==> src/rtl/printer_rx_if.sv <==
// Byte handshake between the print output controller and the receiver.
//   print_data    : byte offered by the controller
//   pulse_request : controller strobe; its rising edge marks print_data valid
//   print_ready   : receiver status, 1 = a byte can be accepted
// master = controller side, slave = receiver side.
interface printer_rx_if;
  logic [7:0] print_data;
  logic       pulse_request;
  logic       print_ready;

  modport master (
    output print_data,
    output pulse_request,
    input  print_ready
  );

  modport slave (
    input  print_data,
    input  pulse_request,
    output print_ready
  );
endinterface

==> src/rtl/printer_rx.sv <==
// Printer receiver: captures bytes on the rising edge of pulse_request,
// buffers them in a small FIFO and feeds a print engine that spends
// PRINT_CYCLES clocks per byte.
// Ports:
//   clk, rst_n     : system clock, synchronous active-low reset
//   bus (slave)    : print_data / pulse_request in, print_ready out
//   paper_out      : 1 = engine must not start a new byte
//   clear_err      : 1 = clear the sticky overflow flag
//   printed_data   : byte most recently printed
//   printed_valid  : one-cycle strobe per printed byte
//   char_count     : bytes printed since reset (wraps at 16 bits)
//   overflow_err   : sticky, a byte arrived while the FIFO was full
module printer_rx #(
  parameter int FIFO_DEPTH   = 4,
  parameter int PRINT_CYCLES = 8
) (
  input  logic          clk,
  input  logic          rst_n,
  printer_rx_if.slave   bus,
  input  logic          paper_out,
  input  logic          clear_err,
  output logic [7:0]    printed_data,
  output logic          printed_valid,
  output logic [15:0]   char_count,
  output logic          overflow_err
);

  localparam int PW   = (FIFO_DEPTH > 1) ? $clog2(FIFO_DEPTH) : 1;
  localparam int CW   = PW + 1;
  localparam int CNTW = (PRINT_CYCLES > 1) ? $clog2(PRINT_CYCLES) : 1;

  localparam logic [1:0] S_IDLE     = 2'd0;
  localparam logic [1:0] S_LOAD     = 2'd1;
  localparam logic [1:0] S_PRINTING = 2'd2;
  localparam logic [1:0] S_DONE     = 2'd3;

  logic [7:0]      mem [FIFO_DEPTH];

  logic            pulse_q;
  logic [PW-1:0]   wr_ptr_q, wr_ptr_d;
  logic [PW-1:0]   rd_ptr_q, rd_ptr_d;
  logic [CW-1:0]   count_q, count_d;
  logic            print_ready_q, print_ready_d;
  logic [1:0]      state_q, state_d;
  logic [CNTW-1:0] cycle_q, cycle_d;
  logic [7:0]      work_q, work_d;
  logic [7:0]      printed_data_q, printed_data_d;
  logic            printed_valid_q, printed_valid_d;
  logic [15:0]     char_count_q, char_count_d;
  logic            overflow_q, overflow_d;

  logic capture, pop, push_ok;

  always_comb begin
    capture = bus.pulse_request & ~pulse_q;
    pop     = (state_q == S_IDLE) && (count_q != '0) && !paper_out;
    // A full FIFO can still take a byte when the engine frees a slot this cycle.
    push_ok = capture && ((count_q < CW'(FIFO_DEPTH)) || pop);

    wr_ptr_d = push_ok ? wr_ptr_q + PW'(1) : wr_ptr_q;
    rd_ptr_d = pop     ? rd_ptr_q + PW'(1) : rd_ptr_q;

    count_d = count_q;
    case ({push_ok, pop})
      2'b10:   count_d = count_q + CW'(1);
      2'b01:   count_d = count_q - CW'(1);
      default: count_d = count_q;
    endcase

    // Ready drops while the strobe is high so one held pulse is never
    // mistaken by the controller for room for another byte.
    print_ready_d = (count_d < CW'(FIFO_DEPTH)) & ~bus.pulse_request;

    // A new overflow wins over a simultaneous clear.
    if (capture && !push_ok) overflow_d = 1'b1;
    else if (clear_err)      overflow_d = 1'b0;
    else                     overflow_d = overflow_q;

    state_d         = state_q;
    cycle_d         = cycle_q;
    work_d          = work_q;
    printed_data_d  = printed_data_q;
    printed_valid_d = 1'b0;
    char_count_d    = char_count_q;

    case (state_q)
      S_IDLE: begin
        if (pop) begin
          work_d  = mem[rd_ptr_q];
          state_d = S_LOAD;
        end
      end
      S_LOAD: begin
        cycle_d = CNTW'(PRINT_CYCLES - 1);
        state_d = S_PRINTING;
      end
      S_PRINTING: begin
        // paper_out is deliberately ignored here: a started byte completes.
        if (cycle_q == '0) state_d = S_DONE;
        else               cycle_d = cycle_q - CNTW'(1);
      end
      default: begin
        printed_data_d  = work_q;
        printed_valid_d = 1'b1;
        char_count_d    = char_count_q + 16'd1;
        state_d         = S_IDLE;
      end
    endcase
  end

  // Buffer storage; stale contents are harmless because the pointers reset.
  always_ff @(posedge clk) begin
    if (rst_n && push_ok) mem[wr_ptr_q] <= bus.print_data;
  end

  always_ff @(posedge clk) begin
    if (!rst_n) begin
      pulse_q         <= 1'b0;
      wr_ptr_q        <= '0;
      rd_ptr_q        <= '0;
      count_q         <= '0;
      print_ready_q   <= 1'b1;
      state_q         <= S_IDLE;
      cycle_q         <= '0;
      work_q          <= 8'h00;
      printed_data_q  <= 8'h00;
      printed_valid_q <= 1'b0;
      char_count_q    <= 16'h0000;
      overflow_q      <= 1'b0;
    end else begin
      pulse_q         <= bus.pulse_request;
      wr_ptr_q        <= wr_ptr_d;
      rd_ptr_q        <= rd_ptr_d;
      count_q         <= count_d;
      print_ready_q   <= print_ready_d;
      state_q         <= state_d;
      cycle_q         <= cycle_d;
      work_q          <= work_d;
      printed_data_q  <= printed_data_d;
      printed_valid_q <= printed_valid_d;
      char_count_q    <= char_count_d;
      overflow_q      <= overflow_d;
    end
  end

  assign bus.print_ready = print_ready_q;
  assign printed_data    = printed_data_q;
  assign printed_valid   = printed_valid_q;
  assign char_count      = char_count_q;
  assign overflow_err    = overflow_q;

endmodule

==> src/flat_wrapper.sv <==
// flat-port wrapper written by rule: the top's interface ports become plain ports
module printer_rx_flat 
#(
  parameter int FIFO_DEPTH   = 4,
  parameter int PRINT_CYCLES = 8
)
  (clk, rst_n, paper_out, clear_err, printed_data, printed_valid, char_count, overflow_err, bus_print_data, bus_pulse_request, bus_print_ready);
  printer_rx_if bus_i ();
  input  logic clk;
  input  logic rst_n;
  input  logic paper_out;
  input  logic clear_err;
  output logic [7:0] printed_data;
  output logic printed_valid;
  output logic [15:0] char_count;
  output logic overflow_err;
  input wire logic [$bits(bus_i.print_data)-1:0] bus_print_data;
  input wire logic [$bits(bus_i.pulse_request)-1:0] bus_pulse_request;
  output wire logic [$bits(bus_i.print_ready)-1:0] bus_print_ready;
  assign bus_i.print_data = bus_print_data;
  assign bus_i.pulse_request = bus_pulse_request;
  assign bus_print_ready = bus_i.print_ready;
  printer_rx #(.FIFO_DEPTH(FIFO_DEPTH), .PRINT_CYCLES(PRINT_CYCLES)) u_core (.clk(clk), .rst_n(rst_n), .bus(bus_i), .paper_out(paper_out), .clear_err(clear_err), .printed_data(printed_data), .printed_valid(printed_valid), .char_count(char_count), .overflow_err(overflow_err));
endmodule
==> config.mk <==
export PLATFORM = sky130hd
export DESIGN_NAME = printer_rx_flat
export DESIGN_NICKNAME = d
export VERILOG_FILES = /design/src/rtl/printer_rx_if.sv /design/src/rtl/printer_rx.sv /design/src/flat_wrapper.sv
export SDC_FILE = /design/constraint.sdc
export NUM_CORES = 1
export LEC_CHECK = 0
export ABC_AREA = 1
export CORE_UTILIZATION = 25
export CTS_BUF_LIST = sky130_fd_sc_hd__clkbuf_8 sky130_fd_sc_hd__clkbuf_16
export DETAILED_ROUTE_END_ITERATION = 8
export MAX_ROUTING_LAYER = met4
export SLEW_MARGIN = 20
export SYNTH_ARGS = -nofsm -noshare
export SYNTH_HDL_FRONTEND = slang
export SYNTH_SLANG_ARGS = --single-unit
export TNS_END_PERCENT = 30
==> constraint.sdc <==
create_clock -name clk -period 2.88 [get_ports clk]
set_clock_uncertainty 0.1 [all_clocks]
set_input_delay 0.576 -clock clk [delete_from_list [all_inputs] [get_ports clk]]
set_output_delay 0.576 -clock clk [all_outputs]
set_load 0.1 [all_outputs]
==> impl_metrics.yaml, run 1 <==
placement:
  io_buffers: 39
  place_area_um2: 3969
  hpwl_um: 4859
  place_congestion: 0.7923
worst_hold_path:
  hold_class: "reg2reg"
synth:
  yosysTopAreaCellShare: 0.2809
  post-synth-top-area-cell: "dfxtp_1"
  ys_ff_latch: 80
  synth_cells: 390
  yosys_warnings: 0
  ys_seq_area_frac: 0.5618
  synth_area_leaders: "dfxtp_1, edfxtp_1, nor2_1, nand2_1, o21ai_0"
  syn_area_um2: 3421
  yosys.cell_types.count: 27
  syn-num-nets: 416
  syn_avg_cell_area_um2: 8.771
floorplan:
  row_count: 42
  core-area_um2: 13300
  die_area_um2: 14160
  chipHeight_um: 119.0
  num_io_pins: 40
  die_w_um: 119.0
  initial_core_util: 0.2573
critical_path:
  critPathSlowestCell: "fa_1"
  slowest_delay_ns: 0.39
  crit_arrival_ns: 2.73
  worstPathCellList: "inv_1, ha_1, inv_1, nor2_1, nand2_4, a21boi_2, inv_1, ha_1, fa_1, or2_2, nand4_1, nand3_1, nand2_1, inv_1"
  startpoint_type: "flop"
  crit_buf_inv: 4
  path_class: "reg2reg"
  cpMostUsedCell: "inv_1"
  rrSetupSlack_ns: 0.28
  required_ns: 3.01
  cp_top_family: "adder cells"
  crit_fanout: 3
  endpoint_kind: "flop"
layout:
  syn_to_final_growth_pct: 25.05
  final_cell_mix: "nor2_1, nand2_1, dfxtp_1, inv_1, o21ai_0"
  register_area_um2: 1922
  fillers: 1350
  final_common_cell: "nor2_1"
  antenna_cells: 0
  final_layout_size_suffix_gt1_frac: 0.1490
  fin_util: 0.3218
  final_nets: 464
  final_area_um2: 4278
  multi_input_area_um2: 1241
clock_tree:
  cts_resized: 0
  clockBufferDepth: 2
  clock_latency_ns: 0.33
  ctsHoldBuffers: 0
  cts_buffers: 9
  cts_max_level: 3
  root_buffer: "clkbuf_16"
  cts_sinks: 80
  cts_tree: "yes"
  cts_setup_buffers: 0
  clk_pin_slew_ns: 0.06
grt:
  overflow: 0
  grt_pass1_vias: 2519
  grt_usage: 0.1109
  antenna_found_initial: 0
  grt_pass1_wl_um: 12010
  grt_max_degree: 43
sta:
  finalSetupViolCount: 0
  finalHoldViolations: 0
  timing.final.crit_share: 0.9012
  drv_slew: 0
  relSlewSlack: 0.5674
  fmax_ghz: 0.3853
  rsz0062_at_grt: "false"
  worstMarginPinSlew_ns: 0.6480
  period_needed_ns: 2.596
detailed_routing:
  drtIter0Drc: 154
  drtAntennaViolNets: 0
  wl_per_cell_um: 11.33
  wl_um: 7015
  first_pass_iters: 4
  vias_per_cell: 4.181
  num_vias: 2588
  drc: 0
power:
  ir_drop_mv: 0.2920
  leakage_nw: 1.749
  powerDensity_nw_per_um2: 810.4
job:
  maxCapViolations: 0
run_status:
  status: "finished, final reports clean"
[kinds of logic after synthesis]
group / share of synthesized area
DFF: 0.5618
AOI/OAI and AO/OA: 0.1148
adders and majority gates: 0.04974
and+or+nand+nor: 0.1957
xor gates and xnor gates: 0.002561
buffers and inverters: 0.07535
[layout make-up]
cell class	instances	area share
inverter	50	0.04387
tap	176	0.05148
sequential	80	0.4493
clock buffer	9	0.05265
clock inverter	7	0.01960
multi-input combinational	248	0.2901
timing repair buffer	49	0.09301
[power by group]
part           leakage (nW)  internal, mW  switching, mW
Combinational         0.920         0.286          0.583
Clock                 0.149         0.688          0.474
Sequential            0.680          1.33          0.110
Total                  1.75          2.30           1.17
[routing by layer]
layer	up-vias	part of all wire	track usage	wire (um)
met1	1172	0.47	0.1263	3262
met4	0	0.0096	0.03718	67
met5	-	0	-	0
li1	1361	-	-	-
met2	49	0.49	0.1871	3442
met3	6	0.034	0.03113	242
[flip-flops by register name, indices dropped and copies added, names as in the netlist]
register	count
u_core.cycle_q	3
u_core.work_q	8
u_core.rd_ptr_q	2
u_core.wr_ptr_q	2
u_core.count_q	3
u_core.printed_valid	1
u_core.mem	32
u_core.printed_data	8
u_core.state_q	2
u_core.bus.print_ready	1
u_core.pulse_q	1
u_core.overflow_err	1
u_core.char_count	16
[path summary, 6_finish.rpt]
check                                  startpoint                      to  depth (start not counted)
worst max-delay path            u_core.state_q[0]  u_core.bus.print_ready                         14
worst min-delay path             u_core.work_q[1]  u_core.printed_data[1]                          2
worst max register to register  u_core.state_q[0]  u_core.bus.print_ready                         14
worst min register to register   u_core.work_q[1]  u_core.printed_data[1]                          2
[worst register-to-register path, stage by stage, from the launching register on]
cell      delay, ns
dfxtp_1        0.33
inv_1          0.11
ha_1           0.21
inv_1          0.06
nor2_1         0.16
nand2_4        0.07
a21boi_2       0.16
inv_1          0.06
ha_1           0.24
fa_1           0.39
or2_2          0.32
nand4_1        0.08
nand3_1        0.10
nand2_1        0.08
inv_1          0.04
[metrics by stage]
| step | power [mW] | setup slack (ns) | TNS, ns | hold slack [ns] | cells |
|---|---|---|---|---|---|
| final | 3.467 | 0.2845 | 0 | 0.3578 | 619 |
| after global placement | 2.286 | 0.04239 | 0 | 0.3447 | 603 |
| after floorplan | 2.114 | 0.4315 | 0 | 0.3341 | 390 |
| after detailed placement | 2.331 | -0.04203 | -0.04203 | 0.3480 | 603 |
| after CTS | 3.510 | 0.2684 | 0 | 0.3584 | 619 |
| after global routing | 3.692 | 0.09026 | 0 | 0.3815 | 619 |
[synthesized netlist by cell type]
library cell  number
clkbuf_1           2
a21boi_2           1
or2_2              1
buf_6              1
nand2_2            4
o21ai_0           40
nor2_1            71
nand4_1            2
inv_1             47
edfxtp_1          32
dfxtp_1           48
xor2_1             1
nand2_4            1
nand3b_1           2
nand3_1           16
inv_2              2
ha_1              12
a31oi_1            9
buf_1              1
nor2_4             2
buf_4              3
nand2_1           58
nor2_2             2
clkinv_1           1
fa_1               1
a21oi_1           25
buf_2              5
Power figures use the tool's default switching activity.
==> run 2, diff against run 1 <==
--- a/config.mk
+++ b/config.mk
@@ -6,11 +6,11 @@
 export NUM_CORES = 1
 export LEC_CHECK = 0
 export ABC_AREA = 1
+export CORE_MARGIN = 2
 export CORE_UTILIZATION = 25
 export CTS_BUF_LIST = sky130_fd_sc_hd__clkbuf_8 sky130_fd_sc_hd__clkbuf_16
 export DETAILED_ROUTE_END_ITERATION = 8
 export MAX_ROUTING_LAYER = met4
-export SLEW_MARGIN = 20
 export SYNTH_ARGS = -nofsm -noshare
 export SYNTH_HDL_FRONTEND = slang
 export SYNTH_SLANG_ARGS = --single-unit
==> run 2 against run 1 <==
Against the previous run: via count increased by 0.54%; final area about the same; routed wire length grew 2.1%; worst setup slack gained 0.053 ns; clock power barely moved; critical path depth unchanged; sequential share of layout area about the same; cell count stayed put; register-to-register slack improved by 0.05 ns; global-route usage decreased by 0.46 points; largest power group unchanged.
==> impl_metrics.yaml, run 2 (synthesized netlist as in run 1, its figures left out) <==
run_status:
  status: "finished, final reports clean"
layout:
  regMostFlops: "u_core.mem"
  syn_to_final_growth_pct: 25.13
  final_area_um2: 4280
  antenna_cells: 0
  final_common_cell: "nor2_1"
  largest_reg_flops: 32
  final_nets: 464
  final_cell_mix: "nor2_1, nand2_1, dfxtp_1, inv_1, o21ai_0"
  final_layout_size_suffix_gt1_frac: 0.1490
  fin_util: 0.3219
floorplan:
  die_area_um2: 14640
  chipHeight_um: 121.0
  core-area_um2: 13300
  initial_core_util: 0.2573
  die_w_um: 121.0
  num_io_pins: 40
  row_count: 42
power:
  powerDensity_nw_per_um2: 813.0
  power_switching_share: 0.3383
  p_sw_mw: 1.177
  power_frac_comb: 0.249
  p_int_mw: 2.303
  finalPower_mw: 3.480
  p_clk_frac: 0.338
  ir_drop_mv: 0.3217
  leakage_nw: 1.751
  pwr-share-seq: 0.413
worst_hold_path:
  hold_class: "reg2reg"
  whs_endpoint: "u_core.printed_data[5]"
  hold_start: "u_core.work_q[5]"
  min_path_cells: 2
sta:
  tns_ns: 0
  finalHoldViolations: 0
  finalSetupViolCount: 0
  hold-worst-slack_ns: 0.3540
  worstMarginPinSlew_ns: 0.6683
  drv_slew: 0
  rsz0062_at_grt: "false"
  timing.final.crit_share: 0.8827
  fmax_ghz: 0.3934
  relSlewSlack: 0.5538
  period_needed_ns: 2.542
grt:
  grt_max_degree: 43
  grt_pass1_wl_um: 11940
  grt_usage: 0.1063
  antenna_found_initial: 0
  grt_pass1_vias: 2526
  overflow: 0
critical_path:
  r2r_start: "u_core.state_q[1]"
  crit_fanout: 4
  path_class: "reg2reg"
  crit_arrival_ns: 2.68
  startpoint_type: "flop"
  required_ns: 3.02
  rrSetupSlack_ns: 0.34
  r2r_end: "u_core.bus.print_ready"
  reg2reg_depth: 14
  endpoint_kind: "flop"
detailed_routing:
  num_vias: 2602
  wl_per_cell_um: 11.57
  drc: 0
  wl_um: 7164
  first_pass_iters: 4
  drtAntennaViolNets: 0
  vias_per_cell: 4.204
  drtIter0Drc: 144
clock_tree:
  cts_buffers: 9
  cts_setup_buffers: 0
  clock_latency_ns: 0.34
  root_buffer: "clkbuf_16"
  clk_pin_slew_ns: 0.06
  cts_tree: "yes"
  cts_sinks: 80
  ctsHoldBuffers: 0
  clockBufferDepth: 2
  cts_max_level: 3
  cts_resized: 0
job:
  maxCapViolations: 0
placement:
  place_congestion: 0.8095
  io_buffers: 39
  hpwl_um: 4970
  place_area_um2: 3969
[run 2: cell count changes in the layout (fill, tap and decap cells not counted)]
cell,before,now
inv_8,1,2
inv_6,3,2
[run 2: worst max-delay path by stage]
| stage | start | cells after the start | slack (ns) | endpoint |
|---|---|---|---|---|
| 2_1_floorplan | u_core.state_q[0] | 14 | 0.43 | u_core.bus.print_ready |
| 3_3_place_gp | bus_pulse_request | 12 | 0.05 | u_core.bus.print_ready |
| 3_5_place_dp | bus_pulse_request | 12 | -0.02 | u_core.bus.print_ready |
| 4_1_cts | u_core.state_q[1] | 14 | 0.31 | u_core.bus.print_ready |
| 5_1_grt | u_core.state_q[0] | 14 | 0.20 | u_core.bus.print_ready |
| 6_report | u_core.state_q[1] | 14 | 0.34 | u_core.bus.print_ready |
[run 2: per-stage QoR]
| stage | setup slack (ns) | std cells |
|---|---|---|
| after global placement | 0.04880 | 603 |
| after detailed placement | -0.01518 | 603 |
| after global routing | 0.1953 | 619 |
| after floorplan | 0.4315 | 390 |
| final | 0.3377 | 619 |
| after CTS | 0.3146 | 619 |
[run 2: power by group through the flow]
| stage | registers, mW | logic, mW | clock network [mW] |
|---|---|---|---|
| after floorplan | 1.54 | 0.571 | 0 |
| after global placement | 1.46 | 0.832 | 0 |
| after detailed placement | 1.46 | 0.868 | 0 |
| after CTS | 1.44 | 0.876 | 1.21 |
| after global routing | 1.46 | 0.996 | 1.25 |
| final | 1.44 | 0.865 | 1.18 |
[run 2: critical path, stage by stage, from the launching register on]
cell,delay (ns)
dfxtp_1,0.34
inv_1,0.10
ha_1,0.18
inv_1,0.06
nor2_1,0.17
nand2_4,0.07
a21boi_2,0.13
inv_1,0.06
ha_1,0.23
fa_1,0.39
or2_2,0.32
nand4_1,0.08
nand3_1,0.10
nand2_1,0.08
inv_1,0.03
[run 2: routing by layer]
layer	global-route usage	part of all wire
met5	-	0
met2	0.1773	0.49
met3	0.03477	0.044
met1	0.1216	0.45
met4	0.03198	0.013
[run 2: layout make-up]
| class | instances | area [um^2] |
|---|---|---|
| multi-input combinational | 248 | 1241 |
| clock buffer | 9 | 225.2 |
| inverter | 50 | 187.7 |
| timing repair buffer | 49 | 397.9 |
| tap | 176 | 220.2 |
| clock inverter | 7 | 86.33 |
| sequential | 80 | 1922 |
| fill | 1361 | 9015 |
